[src/rtl/regfile_wb_arbiter_if.sv]
// Writeback arbiter bus: two writeback requesters, the long-latency allocation
// notice, the register-file write port and the pending-write scoreboard.
//   master : requester/allocator/register-file side (drives requests, alloc)
//   slave  : arbiter side (drives readies, write port, busy_mask)
interface regfile_wb_arbiter_if #(
  parameter int unsigned DATA_W   = 32,
  parameter int unsigned REGNUM_W = 5
);
  logic                req0_valid;
  logic [REGNUM_W-1:0] req0_num;
  logic [DATA_W-1:0]   req0_data;
  logic                req0_ready;

  logic                req1_valid;
  logic [REGNUM_W-1:0] req1_num;
  logic [DATA_W-1:0]   req1_data;
  logic                req1_ready;

  logic                alloc_valid;
  logic [REGNUM_W-1:0] alloc_num;

  logic                wr_en;
  logic [REGNUM_W-1:0] wr_num;
  logic [DATA_W-1:0]   wr_data;
  logic [31:0]         busy_mask;

  modport master (
    output req0_valid, req0_num, req0_data,
    output req1_valid, req1_num, req1_data,
    output alloc_valid, alloc_num,
    input  req0_ready, req1_ready,
    input  wr_en, wr_num, wr_data, busy_mask
  );

  modport slave (
    input  req0_valid, req0_num, req0_data,
    input  req1_valid, req1_num, req1_data,
    input  alloc_valid, alloc_num,
    output req0_ready, req1_ready,
    output wr_en, wr_num, wr_data, busy_mask
  );
endinterface

[src/rtl/regfile_wb_arbiter.sv]
// Register-file writeback arbiter. The pipeline (req0) normally owns the single
// write port; the long-latency unit (req1) gets it when req0 is idle or after
// it has been blocked STARVE_MAX consecutive cycles. Grants are registered into
// a one-cycle-latency write port. busy_mask tracks registers with an
// outstanding long-latency write (set on alloc, cleared on req1 writeback).
// Ports:
//   clk    : clock, rising edge
//   reset  : synchronous, active-high
//   bus    : regfile_wb_arbiter_if.slave (requests, readies, write port, busy_mask)
module regfile_wb_arbiter #(
  parameter int unsigned DATA_W     = 32,
  parameter int unsigned REGNUM_W   = 5,
  parameter int unsigned STARVE_MAX = 4
) (
  input  logic                 clk,
  input  logic                 reset,
  regfile_wb_arbiter_if.slave  bus
);
  localparam int unsigned CNT_W  = (STARVE_MAX > 0) ? $clog2(STARVE_MAX + 1) : 1;
  localparam int unsigned BUSY_W = 32;

  logic [CNT_W-1:0]  starveCnt;
  logic              grant0;
  logic              grant1;
  logic              starved;
  logic [BUSY_W-1:0] setMask;
  logic [BUSY_W-1:0] clrMask;
  logic [BUSY_W-1:0] busyNext;

  // Grant selection; a grant implies valid, so grant == handshake.
  always_comb begin
    starved = (starveCnt == CNT_W'(STARVE_MAX));
    grant1  = !reset && bus.req1_valid && (!bus.req0_valid || starved);
    grant0  = !reset && bus.req0_valid && !grant1;
  end

  assign bus.req0_ready = grant0;
  assign bus.req1_ready = grant1;

  // Scoreboard update: set is applied after clear so a same-index
  // allocation survives the retiring writeback; r0 is never busy.
  always_comb begin
    setMask = '0;
    clrMask = '0;
    if (bus.alloc_valid && (bus.alloc_num != '0)) begin
      setMask = BUSY_W'(1) << bus.alloc_num;
    end
    if (grant1) begin
      clrMask = BUSY_W'(1) << bus.req1_num;
    end
    busyNext = ((bus.busy_mask & ~clrMask) | setMask) & ~BUSY_W'(1);
  end

  // Write port, scoreboard and starvation counter.
  always_ff @(posedge clk) begin
    if (reset) begin
      bus.wr_en     <= 1'b0;
      bus.wr_num    <= '0;
      bus.wr_data   <= '0;
      bus.busy_mask <= '0;
      starveCnt     <= '0;
    end else begin
      // Writes to r0 are accepted but suppressed at the port.
      bus.wr_en <= (grant0 && (bus.req0_num != '0)) ||
                   (grant1 && (bus.req1_num != '0));
      if (grant0) begin
        bus.wr_num  <= bus.req0_num;
        bus.wr_data <= bus.req0_data;
      end else if (grant1) begin
        bus.wr_num  <= bus.req1_num;
        bus.wr_data <= bus.req1_data;
      end
      bus.busy_mask <= busyNext;
      if (bus.req1_valid && !grant1) begin
        starveCnt <= starved ? starveCnt : starveCnt + CNT_W'(1);
      end else begin
        starveCnt <= '0;
      end
    end
  end
endmodule

[src/flat_wrapper.sv]
// flat-port wrapper written by rule: the top's interface ports become plain ports
module regfile_wb_arbiter_flat 
#(
  parameter int unsigned DATA_W     = 32,
  parameter int unsigned REGNUM_W   = 5,
  parameter int unsigned STARVE_MAX = 4
)
  (clk, reset, bus_req0_valid, bus_req0_num, bus_req0_data, bus_req1_valid, bus_req1_num, bus_req1_data, bus_alloc_valid, bus_alloc_num, bus_req0_ready, bus_req1_ready, bus_wr_en, bus_wr_num, bus_wr_data, bus_busy_mask);
  regfile_wb_arbiter_if #(.DATA_W(DATA_W), .REGNUM_W(REGNUM_W)) bus_i ();
  input  logic clk;
  input  logic reset;
  input wire logic [$bits(bus_i.req0_valid)-1:0] bus_req0_valid;
  input wire logic [$bits(bus_i.req0_num)-1:0] bus_req0_num;
  input wire logic [$bits(bus_i.req0_data)-1:0] bus_req0_data;
  input wire logic [$bits(bus_i.req1_valid)-1:0] bus_req1_valid;
  input wire logic [$bits(bus_i.req1_num)-1:0] bus_req1_num;
  input wire logic [$bits(bus_i.req1_data)-1:0] bus_req1_data;
  input wire logic [$bits(bus_i.alloc_valid)-1:0] bus_alloc_valid;
  input wire logic [$bits(bus_i.alloc_num)-1:0] bus_alloc_num;
  output wire logic [$bits(bus_i.req0_ready)-1:0] bus_req0_ready;
  output wire logic [$bits(bus_i.req1_ready)-1:0] bus_req1_ready;
  output wire logic [$bits(bus_i.wr_en)-1:0] bus_wr_en;
  output wire logic [$bits(bus_i.wr_num)-1:0] bus_wr_num;
  output wire logic [$bits(bus_i.wr_data)-1:0] bus_wr_data;
  output wire logic [$bits(bus_i.busy_mask)-1:0] bus_busy_mask;
  assign bus_i.req0_valid = bus_req0_valid;
  assign bus_i.req0_num = bus_req0_num;
  assign bus_i.req0_data = bus_req0_data;
  assign bus_i.req1_valid = bus_req1_valid;
  assign bus_i.req1_num = bus_req1_num;
  assign bus_i.req1_data = bus_req1_data;
  assign bus_i.alloc_valid = bus_alloc_valid;
  assign bus_i.alloc_num = bus_alloc_num;
  assign bus_req0_ready = bus_i.req0_ready;
  assign bus_req1_ready = bus_i.req1_ready;
  assign bus_wr_en = bus_i.wr_en;
  assign bus_wr_num = bus_i.wr_num;
  assign bus_wr_data = bus_i.wr_data;
  assign bus_busy_mask = bus_i.busy_mask;
  regfile_wb_arbiter #(.DATA_W(DATA_W), .REGNUM_W(REGNUM_W), .STARVE_MAX(STARVE_MAX)) u_core (.clk(clk), .reset(reset), .bus(bus_i));
endmodule
[config.mk]
export PLATFORM = sky130hd
export DESIGN_NAME = regfile_wb_arbiter_flat
export DESIGN_NICKNAME = d
export VERILOG_FILES = /design/src/rtl/regfile_wb_arbiter_if.sv /design/src/rtl/regfile_wb_arbiter.sv /design/src/flat_wrapper.sv
export SDC_FILE = /design/constraint.sdc
export NUM_CORES = 1
export LEC_CHECK = 0
export ABC_AREA = 1
export CAP_MARGIN = 30
export CELL_PAD_IN_SITES_DETAIL_PLACEMENT = 1
export CELL_PAD_IN_SITES_GLOBAL_PLACEMENT = 2
export CORE_ASPECT_RATIO = 1.5
export CORE_UTILIZATION = 23
export DETAILED_ROUTE_END_ITERATION = 8
export PLACE_DENSITY_LB_ADDON = 0.1
export SYNTH_ARGS = -nofsm -noshare
export SYNTH_HDL_FRONTEND = slang
export SYNTH_SLANG_ARGS = --single-unit
[constraint.sdc]
create_clock -name clk -period 4 [get_ports clk]
set_input_delay 0.4 -clock clk [delete_from_list [all_inputs] [get_ports clk]]
set_output_delay 0.4 -clock clk [all_outputs]
set_load 0.01 [all_outputs]
* After elaboration in Yosys (flattened, before gate mapping)
Cells that the tools add are included.
** Storage, ports and cells
- Flip-flop bits (word level) :: 73
- Output and inout bits :: 72
- Input port bits :: 84
- Word-level logic and storage cells :: 38
** Cells by class
- Equality and inequality tests :: 1
- Bitwise gates (word level) :: 4
- Shift operators :: 2
- Reductions and logical operators :: 18
- Add/sub/neg operators :: 1
- Mux-type cells :: 6
** Operator list (number)
- $mux W32 :: 4
- $shl A1 B5 Y32 const A :: 2
- $and A32 B32 Y32 :: 1
- $not A32 Y32 :: 1
- $or A32 B32 Y32 :: 1
- $reduce_bool A5 Y1 :: 3
- $mux W5 :: 2
- $logic_and A1 B1 Y1 :: 8
- $add A3 B1 Y3 const B :: 1
- $eq A3 B3 Y1 const B :: 1
- $logic_not A1 Y1 :: 3
- $logic_or A1 B1 Y1 :: 2
- $reduce_bool A2 Y1 :: 1
- $reduce_or A2 Y1 :: 1
- $not A1 Y1 :: 1

* Longest topological paths before layout
- Depth in word-level cells :: 7
- Gate-level depth with buffers :: 10

* Worst setup path before layout
OpenSTA, ideal clock, no wires.
- Path type :: reg-to-output
- Start :: register u_core.starveCnt[0]
- End :: output port bus_req0_ready
- Data arrival time :: 1.097 ns
- Slack :: 2.503 ns
- Path buffers :: 1
- Stages on the path, launching flop included :: 9
- Path through :: dfxtp_1 > inv_1 > ha_1 > nand2_1 > nand2_2 > nand2_2 > nand3_2 > buf_6 > inv_1
** Between the ends
- Cells in the longest elaborated chain, start to end :: 5
** Ends and longest elaborated chain
- from (decl) :: line regfile_wb_arbiter.sv:22 : logic [CNT_W-1:0] starveCnt;
- from (signal assigned) :: line regfile_wb_arbiter.sv:75 : starveCnt <= starved ? starveCnt : starveCnt + CNT_W'(1);
- $eq A3 B3 Y1 :: line regfile_wb_arbiter.sv:32 : starved = (starveCnt == CNT_W'(STARVE_MAX));
- $logic_or A1 B1 Y1 :: line regfile_wb_arbiter.sv:33 : grant1 = !reset && bus.req1_valid && (!bus.req0_valid || starved);
- $logic_and A1 B1 Y1 :: line regfile_wb_arbiter.sv:33
- $logic_not A1 Y1 :: line regfile_wb_arbiter.sv:34 : grant0 = !reset && bus.req0_valid && !grant1;
- $logic_and A1 B1 Y1 :: line regfile_wb_arbiter.sv:34
- to (decl) :: line flat_wrapper.sv:20 : output wire logic [$bits(bus_i.req0_ready)-1:0] bus_req0_ready;
No other way between the ends.

* Worst setup path after layout
- Start :: input port bus_req0_valid
- End :: output port bus_req1_ready
** Between the ends
- Cells in the longest elaborated chain, start to end :: 3
** Ends and longest elaborated chain
- from (decl) :: line flat_wrapper.sv:12 : input wire logic [$bits(bus_i.req0_valid)-1:0] bus_req0_valid;
- $logic_not A1 Y1 :: line regfile_wb_arbiter.sv:33
- $logic_or A1 B1 Y1 :: line regfile_wb_arbiter.sv:33
- $logic_and A1 B1 Y1 :: line regfile_wb_arbiter.sv:33
- to (decl) :: line flat_wrapper.sv:21 : output wire logic [$bits(bus_i.req1_ready)-1:0] bus_req1_ready;
No other way between the ends.

==> metrics.csv <==
stage;metric;value;unit
outcome;status;complete, no violations;
clocking;clock-sinks;72;
worst_setup_path;crit_type;input pin to primary output;
die;pin_count;156;
clocking;cts_setup_buffers;0;
logic_synthesis;synth_nets;525;
grt;grt_pass1_wl;20670;um
drt;wl;13090;um
clocking;cts-htree-levels;3;
logic_synthesis;synth_compound_area_frac;0.2736;
grt;grtUsageMet3;0.03949;
final_layout;syn_to_final_growth;57.64;%
sta;worst_slew_pin_slew;0.7193;ns
logic_synthesis;synth.avg_cell_area;7.333;sq um
logic_synthesis;synthMuxAreaShare;0;
power;p_int;0.001357;W
drt;route.detailed.drc;0;
grt;grt_max_degree;40;
clocking;postCtsHoldBufs;0;
drt;dr.pass1.iters;4;
sta;fin_tns_setup;0;ns
clocking;cts_buffer_depth;2;
logic_synthesis;synthXorXnorAreaFrac;0.002721;
logic_synthesis;yosys_warnings;0;
sta;fin_crit;2.743;ns
worst_setup_path;worstPathMaxFanout;20;
sta;setup_violations;0;
min_path;min_path_type;register to register;
drt;via_per_inst;4.823;
logic_synthesis;ys_ff_latch;72;
sta;fin_crit_sh;0.6858;
clocking;cts-resized-gates;0;
worst_setup_path;crit_required;3.60;ns
clocking;insertion_delay;0.33;ns
drt;post_drt_wl_per_cell;17.66;um
die;die_w;98.60;um
final_layout;layout.nets;662;
final_layout;drive_above_1_share;0.04663;
power;pwr_density_cell;364.1;nW/um^2
worst_setup_path;worst_setup_path_end_kind;primary output;
die;coreArea;13600;sq um
sta;hold_violations;0;
power;leakagePower;1.936;nW
sta;rsz0062_at_grt;false;
logic_synthesis;synth_top_family_by_area;compound AO/OA/AOI/OAI gates;
logic_synthesis;synth_cell_types;24;
power;p_sw;0.0004904;W
clocking;cts-root-buf;clkbuf_16;
min_path;min_path_cells;1;
final_layout;fillers;1643;
power;pwr-share-clk;0.397;
power;p_total;0.001848;W
grt;grt_overflow;0;
logic_synthesis;synthAdderAreaFrac;0.007773;
place;routabilityCongestion;0.7133;
sta;fmax;364.5;MHz
die;die_h;146.9;um
die;start_util;0.2368;
clocking;cts_tree;done;
logic_synthesis;synth_simple_gate_area_frac;0.1799;
grt;busiest_layer;met2;
power;seqPwrFrac;0.420;
worst_setup_path;worstRegToRegCells;7;
logic_synthesis;ys_seq_area_frac;0.4477;
die;rows;52;
sta;slew_viol_final;0;
final_layout;n_antenna_cell;0;
grt;track_usage;0.1850;
drt;drtIter0Drc;121;
clocking;clk_pin_slew;0.06;ns
place;portBuffers;154;
drt;num_vias;3574;
power;ir_drop;208.8;uV
sta;fin_skew;0.004911;ns
worst_setup_path;crit_arrival;2.34;ns
logic_synthesis;syn_inst;439;
grt;grt_pass1_vias;3916;
clocking;cts_made_buffers;9;
grt;antenna_found_initial;0;
logic_synthesis;syn-cell-area;3219;sq um
die;dieArea;14480;sq um
place;dp.final_hpwl;9350;um
grt;grt_use_met2;0.3451;
power;pwr-share-comb;0.183;
grt;grt_use_met1;0.2071;
sta;slew_headroom;0.5191;
power;swShare;0.2654;
worst_setup_path;crit_path_start_kind;input pin;
drt;ant_nets;0;
run;drv_cap;0;
-- per-layer routing --
metal  part of all wire  vias up
li1                   -     1773
met1               0.42     1691
met2               0.52      101
met3              0.046        9
met4              0.013        0
met5                  0        -
-- final cells by class --
type	count	area [sq um]	area share
well taps	162	202.7	0.03994
clock buffers	10	239.0	0.04709
inverters	24	92.59	0.01824
multi-input cells	310	1498	0.2951
repair buffers	159	1579	0.3111
flip-flops and latches	72	1441	0.2840
clock inverters	4	22.52	0.004438
-- path summary, 6_finish.rpt --
| check | slack, ns | start | endpoint |
|---|---|---|---|
| max | 1.26 | bus_req0_valid | bus_req1_ready |
| min | 0.45 | u_core.starveCnt[0] | u_core.starveCnt[0] |
| max reg2reg | 2.10 | u_core.starveCnt[0] | u_core.bus.busy_mask[10] |
| min reg2reg | 0.45 | u_core.starveCnt[0] | u_core.starveCnt[0] |
-- flip-flops by register name, indices dropped and copies added, names as in the netlist --
register	count
u_core.bus.wr_en	1
u_core.starveCnt	3
u_core.bus.wr_num	5
u_core.bus.busy_mask	31
u_core.bus.wr_data	32
-- power groups by stage --
stage / clock [W] / combinational [W] / sequential (W)
global route: 0.000791 / 0.000369 / 0.000781
global placement: 0 / 0.000340 / 0.000790
detailed placement: 0 / 0.000342 / 0.000792
floorplan: 0 / 0.000120 / 0.000808
finish: 0.000733 / 0.000338 / 0.000776
CTS: 0.000759 / 0.000344 / 0.000776
-- stage by stage --
step	setup WS [ns]	hold slack [ns]	cells	area [sq um]	utilization
floorplan	2.503	0.4173	439	3219	-
global placement	1.160	0.4245	727	4813	0.3540
detailed placement	1.179	0.4443	727	4813	0.3540
CTS	1.179	0.4535	741	5075	0.3732
global route	1.046	0.4875	741	5075	0.3732
finish	1.257	0.4527	741	5075	0.3732
-- logic make-up after synthesis --
group | after synthesis
flip-flops | 72
adder cells (fa/ha/maj) | 2
AO/OA/AOI/OAI | 176
AND/OR/NAND/NOR | 130
other | 1
buffers and inverters | 57
XOR/XNOR | 1
-- Yosys cell counts --
cell type / number / area, sq um
clkinv_1: 1 / 3.750
inv_2: 1 / 3.750
nor3_1: 3 / 15.01
ha_1: 2 / 25.02
xnor2_1: 1 / 8.760
dfxtp_1: 72 / 1441
nand3_2: 1 / 10.01
buf_4: 3 / 22.52
buf_2: 15 / 75.07
clkbuf_2: 3 / 15.01
nor2_1: 19 / 71.32
o21ai_0: 94 / 470.5
nand2_2: 4 / 25.02
inv_4: 1 / 6.260
inv_1: 21 / 78.83
clkbuf_1: 8 / 30.03
buf_6: 4 / 45.04
nand2_1: 62 / 232.7
nand3_1: 36 / 180.2
a21oi_1: 69 / 345.3
nor2_8: 1 / 20.02
conb_1: 1 / 3.750
o21ai_1: 13 / 65.06
nand4_1: 4 / 25.02
-- critical path: stages --
cell and delay, ns:
clkdlybuf4s50_1 0.62, nand2_2 0.13, nand2_2 0.30, buf_4 0.31
inv_1 0.07, clkdlybuf4s50_1 0.50
-- cell usage in the layout (no fill, tap or decap), types with 2 or more instances in the layout --
cell               n
nor2_1            19
clkbuf_16          9
o21ai_0           94
nand4_1            4
o21ai_1           13
nand2_2            4
clkinv_2           3
nand2_1           62
ha_1               2
a21oi_1           69
nand3_1           36
nor3_1             3
dfxtp_1           72
inv_1             21
buf_4              5
clkdlybuf4s50_1  154
(Power assumes the default switching activity.)
